**config.mk**
```make
export PLATFORM = sky130hd
export DESIGN_NAME = fetch_sequencer
export DESIGN_NICKNAME = d
export VERILOG_FILES = /design/src/rtl/fetch_sequencer.sv
export SDC_FILE = /design/constraint.sdc
export NUM_CORES = 1
export LEC_CHECK = 0
export ABC_AREA = 1
export BUFFER_PORTS_ARGS = -buffer_cell sky130_fd_sc_hd__buf_2
export CAP_MARGIN = 20
export CORE_MARGIN = 2
export CORE_UTILIZATION = 37
export CTS_BUF_LIST = sky130_fd_sc_hd__clkbuf_8
export CTS_CLUSTER_SIZE = 12
export DETAILED_ROUTE_END_ITERATION = 12
export SLEW_MARGIN = 0
export SYNTH_ARGS = -nofsm -noshare
export SYNTH_HDL_FRONTEND = slang
export SYNTH_SLANG_ARGS = --single-unit
```
**constraint.sdc**
```tcl
create_clock -name clk -period 5.2 [get_ports clk]
set_clock_uncertainty 0.1 [all_clocks]
set_input_delay 0.26 -clock clk [delete_from_list [all_inputs] [get_ports clk]]
set_output_delay 0.26 -clock clk [all_outputs]
set_load 0.05 [all_outputs]
```
**src/rtl/fetch_sequencer.sv**
```systemverilog
// Fetch-stage sequencer: paces instruction-memory accesses and drives the PC,
// IF/ID enable and flush controls, with delivered-instruction and bubble counters.
module fetch_sequencer #(
  parameter int MEM_WAIT    = 1,
  parameter int BOOT_CYCLES = 4
) (
  input  logic        clk,
  input  logic        rst,
  input  logic        PCSrcE,
  input  logic        StallD,
  output logic        PCEnF,
  output logic        IFIDEnD,
  output logic        FlushD,
  output logic        imem_req,
  output logic [1:0]  fsm_state,
  output logic [31:0] fetch_count,
  output logic [15:0] bubble_count
);

  typedef enum logic [1:0] {
    S_BOOT  = 2'd0,
    S_ISSUE = 2'd1,
    S_WAIT  = 2'd2,
    S_HOLD  = 2'd3
  } state_e;

  localparam logic [3:0] MEM_WAIT_L = 4'(MEM_WAIT);
  localparam logic [7:0] BOOT_LAST  = 8'(BOOT_CYCLES - 1);

  state_e      state_q, state_d;
  logic [7:0]  boot_cnt_q, boot_cnt_d;
  logic [3:0]  wait_cnt_q, wait_cnt_d;
  logic [31:0] fetch_q, fetch_d;
  logic [15:0] bubble_q, bubble_d;
  logic        complete;
  logic        deliver;

  always_ff @(posedge clk or negedge rst) begin
    if (!rst) begin
      state_q    <= S_BOOT;
      boot_cnt_q <= '0;
      wait_cnt_q <= '0;
      fetch_q    <= '0;
      bubble_q   <= '0;
    end else begin
      state_q    <= state_d;
      boot_cnt_q <= boot_cnt_d;
      wait_cnt_q <= wait_cnt_d;
      fetch_q    <= fetch_d;
      bubble_q   <= bubble_d;
    end
  end

  always_comb begin
    state_d    = state_q;
    boot_cnt_d = boot_cnt_q;
    wait_cnt_d = wait_cnt_q;
    PCEnF      = 1'b0;
    IFIDEnD    = 1'b0;
    FlushD     = 1'b1;
    imem_req   = 1'b0;
    complete   = 1'b0;
    deliver    = 1'b0;

    case (state_q)
      S_BOOT: begin
        if (boot_cnt_q == BOOT_LAST) begin
          boot_cnt_d = '0;
          state_d    = S_ISSUE;
        end else begin
          boot_cnt_d = boot_cnt_q + 8'd1;
        end
      end

      S_ISSUE, S_WAIT: begin
        imem_req = 1'b1;
        if (state_q == S_ISSUE) begin
          wait_cnt_d = MEM_WAIT_L;
          complete   = (MEM_WAIT_L == 4'd0);
        end else begin
          wait_cnt_d = wait_cnt_q - 4'd1;
          complete   = (wait_cnt_q == 4'd1);
        end

        // A redirect wins everywhere: it either discards a finished fetch or
        // abandons the one in flight, and restarts the access at the target.
        if (PCSrcE) begin
          PCEnF      = 1'b1;
          FlushD     = 1'b1;
          wait_cnt_d = MEM_WAIT_L;
          state_d    = S_ISSUE;
        end else if (complete) begin
          if (StallD) begin
            FlushD  = 1'b0;
            state_d = S_HOLD;
          end else begin
            PCEnF   = 1'b1;
            IFIDEnD = 1'b1;
            FlushD  = 1'b0;
            deliver = 1'b1;
            state_d = S_ISSUE;
          end
        end else begin
          FlushD  = !StallD;
          state_d = S_WAIT;
        end
      end

      S_HOLD: begin
        if (PCSrcE) begin
          PCEnF   = 1'b1;
          FlushD  = 1'b1;
          state_d = S_ISSUE;
        end else if (StallD) begin
          FlushD = 1'b0;
        end else begin
          PCEnF   = 1'b1;
          IFIDEnD = 1'b1;
          FlushD  = 1'b0;
          deliver = 1'b1;
          state_d = S_ISSUE;
        end
      end

      default: state_d = S_BOOT;
    endcase
  end

  // Boot-time flushes only keep decode clean; they are not counted as bubbles.
  always_comb begin
    fetch_d  = deliver ? fetch_q + 32'd1 : fetch_q;
    bubble_d = bubble_q;
    if (FlushD && (state_q != S_BOOT) && (bubble_q != 16'hFFFF))
      bubble_d = bubble_q + 16'd1;
  end

  assign fsm_state    = state_q;
  assign fetch_count  = fetch_q;
  assign bubble_count = bubble_q;

endmodule
```
Word-level counts from Yosys, hierarchy flattened. Cells that the tools add are included.

Logic and storage cells: 49. Input port bits: 4. Output and inout port bits: 54. Bits in registers: 62.

Equality and inequality tests: 8. Multiplexer cells: 25. Add/subtract/negate cells: 4. Reductions and logical operators: 7.

Operators by type and width (number): $add 32x1->32 const B (1); $add 16x1->16 const B (1); $ne 16x16->1 const B (1); $mux 1 (12); $mux 2 (6); $add 8x1->8 const B (1); $eq 8x2->1 const B (1); $mux 4 (2); $mux 8 (1); $pmux 1 s2 (3); $pmux 2 s3 (1); $eq 2x2->1 const B (2); $eq 4x1->1 const B (1); $sub 4x1->4 const B (1); $ne 3x3->1 const B (1); $eq 2x1->1 const B (1); $logic_and 1x1->1 (2); $logic_not 2->1 (1); $ne 2x2->1 const B (1); $reduce_and 2->1 (1); $reduce_bool 2->1 (1); $reduce_or 2->1 (1); $logic_not 1->1 (1).

Longest topological paths before layout.
Depth in word-level cells: 8. Gate-level depth with buffers: 12. Gate-level depth less buffers: 11.

Worst setup path after synthesis. Ideal clock, no wire load.

Path type: register to register. From: register state_q[1], in the netlist fsm_state[1]. To: register bubble_q[9], in the netlist bubble_count[9]. Cell stages (with the launch flop): 13. Setup time: 118 ps. Required time: 4982 ps. Setup slack: 2325 ps. Clock period less this slack: 2875 ps. Buffers on the path: 3. Arrival time: 2656 ps. Cell sequence: dfrtp_1 > inv_1 > ha_1 > buf_6 > inv_1 > nand2_1 > a21oi_1 > nand2_1 > nand3_2 > buf_6 > buf_12 > nand2_1 > nand2_1.

Cells in the longest elaborated chain, start to end: 8. Elaborated cells on any way between the ends: 12. Classes of those cells: 3 x eq/ne; 5 x mux; 4 x reduce/logical.

RTL lines: start: declaration (line 30) `state_e state_q, state_d;`; start signal: assignment (line 46) `state_q <= state_d;`; $eq 2x1->1 (line 65, 77); $mux 1 (line 77) `if (state_q == S_ISSUE) begin`; $mux 1 (line 65) `case (state_q)`; $mux 1 (line 92) `end else if (complete) begin`; $mux 1 (line 87) `if (PCSrcE) begin`; $pmux 1 s2 * (line 65); via FlushD (line 13) `output logic FlushD,`; $logic_and 1x1->1 * (2 in series) (line 133) `if (FlushD && (state_q != S_BOOT) && (bubble_q != 16'hFFFF))`; end signal: assignment (line 50) `bubble_q <= bubble_d;`; end: declaration (line 34) `logic [15:0] bubble_q, bubble_d;`.

Mark *: on every way through the listed nets, which the timed path passes. The rest lies on a longest branch. The select of a mux whose other input is x is not followed. A chain may end at the register's enable or synchronous reset.

Worst setup path after layout.
From: register state_q[0], in the netlist fsm_state[0]. To: output port IFIDEnD.

Cells in the longest elaborated chain, start to end: 6. Elaborated cells on any way between the ends: 9. Classes of those cells: 3 x eq/ne; 5 x mux; 1 x reduce/logical.

RTL lines: $eq 2x1->1 (line 65, 77); $mux 1 (line 77); $mux 1 (line 65); $mux 1 (line 92); $mux 1 (line 87); $pmux 1 s2 * (line 65); end: declaration (line 12) `output logic IFIDEnD,`.

Mark *: on every way between the ends. The rest lies on a longest branch, timed or not. The select of a mux whose other input is x is not followed.

==> metrics.txt <==
outcome complete, but fails checks; failing checks negative hold slack; die area 11,100 µm²; first-pass GRT wire length 15,200 µm; most frequent cells after synthesis nand2_1, nor2_1, dfrtp_1; initial antenna violation count 0; Non-Filler Instances 746; GR Util met1 0.211; Core Area 10,100 µm²; pwr dens 399 nW/µm²; critical path type reg2out; DR WL/cell 11.7 µm; Synth Flop Type dfrtp_1; Seq cells post-synth 62; CTS tree built; final wirelength 8750 µm; Worst-path clk slew 0.07 ns; Post-Syn Instances 548; Async SR Flop Fraction 1.00; number of max-cap violations 0; Vias/cell 4.67; worst hold path type in2async; DRT Pass-1 Iters 4; r2r startpoint fsm_state[0]; Final period util 0.625; Sequential Area 1550 µm²; Peak Freq 0.308 GHz; top cells by area, synth dfrtp_1, nand2_1, nor2_1; worst slack at placement 2.02 ns; number of enable flip-flop cells after synthesis 0; Worst R2R Setup Slack 2.55 ns; crit path time final 3.25 ns; average size of a mapped cell 6.95 µm²; placed inst area 4170 µm²; synthesis-to-finish area growth 14.5%; share of layout cells above drive strength 1 0.126; grt total ovfl 0; H-tree depth 3; final instance area 4360 µm²; CP Data Required Time 4.84 ns; Yosys top cell area share 0.407; HPWL after DPL 6420 µm; Yosys cell types 25; routability cong. 0.874; GRT met3 Usage 0.0464; Initial Util 0.376; met2 Resource Use GR 0.279; post-CTS sizing 0; PortBufs 57; Slew headroom 0.463; global-route usage over all layers 0.169; count leader, synth nand2_1; CP Capture Type primary output; syn nets 561; Via Count 3,487; Fin Setup TNS 0 ns; Final #Nets 620; final setup margin 1.95 ns; worst-path fanout max 27; largest area contributor in the netlist dfrtp_1; final hold slack -0.0115 ns; RSZ-0062 raised after global routing false; root buf cell clkbuf_8; final count of negative-setup-slack endpoints 0; TritonCTS buffer count 9; clock latency on the worst-skew pair 0.34 ns; Filler Cell Count 1,097; leakage power 2.22 nW; grt peak-use layer met2; fin. max-slew vios 0; synth warn 0; IO Pins 58; Initial DRC Count 104; antenna cells 0; worst-margin pin slew 0.806 ns; Post-Syn Area 3810 µm²; clock tree sinks 62; final hold vios 15; Multi-input gate area 1980 µm²; overall power 1.74 mW; largest net degree at the start of global routing 63; Rows 37; maximum VDD drop 363 µV; Final ANT Viol Nets 0; Die Ht 105 µm; placed cells 731; CTS Buffer Depth 2; critical path data arrival time 2.89 ns; vias in the first global route 3,310; RR Endpoint fetch_count[17]; post-CTS setup buffers 0; worst reg-to-reg path cell count 10; die width 105 µm; type of origin of the critical path register; DR DRC count 0; Final Util 0.430; hold buffers post-CTS 0; Seq/Total Area, Yosys 0.407
routing by layer:
layer,part of all wire,up-vias
met2,0.46,63
met1,0.47,1582
met4,0.022,0
met3,0.043,14
met5,0,-
li1,-,1828
critical path: stages, from the launching register on:
cell     delay (ns)
dfrtp_1        0.42
inv_1          0.08
ha_1           0.44
nand4_1        0.13
nand2_1        0.09
nand2_2        0.28
inv_1          0.57
buf_8          0.24
buf_2          0.28
registers in the layout (all words and copies together), names as in the netlist:
register,flops
bubble_count,16
fetch_count,32
fsm_state,2
boot_cnt_q,8
wait_cnt_q,4
area by class of cell:
type / count / area share
repair buffers: 59 / 0.0706
multi-input cells: 429 / 0.455
well taps: 136 / 0.0390
clock inverters: 2 / 0.00201
flip-flops and latches: 62 / 0.356
inverters: 46 / 0.0396
clock buffers: 12 / 0.0379
logic make-up after synthesis:
family                     count (synthesis)  synth area share
and+or+nand+nor                          371             0.403
DFF                                       62             0.407
buffers and inverters                     57            0.0720
AOI/OAI and AO/OA                         25            0.0332
xor gates and xnor gates                  24            0.0552
adders and majority gates                  9            0.0296
power breakdown:
group | internal, mW | switching [mW] | total [mW]
clock | 0.204 | 0.186 | 0.391
sequential | 0.557 | 0.0902 | 0.647
combinational | 0.184 | 0.517 | 0.701
cell usage in the layout, fill, tap and decap left out:
cell type | synthesis | layout
nor3_2 | 1 | 1
buf_2 | 2 | 57
clkbuf_8 | 0 | 12
buf_8 | 0 | 1
or2_2 | 1 | 1
nand2_1 | 239 | 239
o22ai_1 | 1 | 1
and3b_1 | 1 | 1
ha_1 | 9 | 9
xnor2_1 | 12 | 12
o21ai_0 | 16 | 16
nand4_1 | 5 | 5
buf_4 | 3 | 1
nand2_2 | 1 | 1
nand3b_1 | 13 | 13
clkinv_2 | 0 | 1
inv_1 | 46 | 47
xor2_1 | 12 | 12
nand3_2 | 2 | 2
nand3_1 | 28 | 28
dfrtp_1 | 62 | 62
nor4_1 | 2 | 2
nor2_1 | 70 | 70
a21oi_1 | 8 | 8
nor3_1 | 8 | 8
how the worst max path moves through the flow:
| stage | slack [ns] | endpoint | start |
|---|---|---|---|
| final | 1.95 | IFIDEnD | fsm_state[0] |
| after global routing | 1.68 | IFIDEnD | fsm_state[0] |
| after floorplan | 2.33 | bubble_count[9] | fsm_state[1] |
| after detailed placement | 2.02 | IFIDEnD | fsm_state[0] |
| after CTS | 1.64 | IFIDEnD | fsm_state[0] |
| after global placement | 2.10 | IFIDEnD | fsm_state[0] |
(Power assumes the default switching activity.)
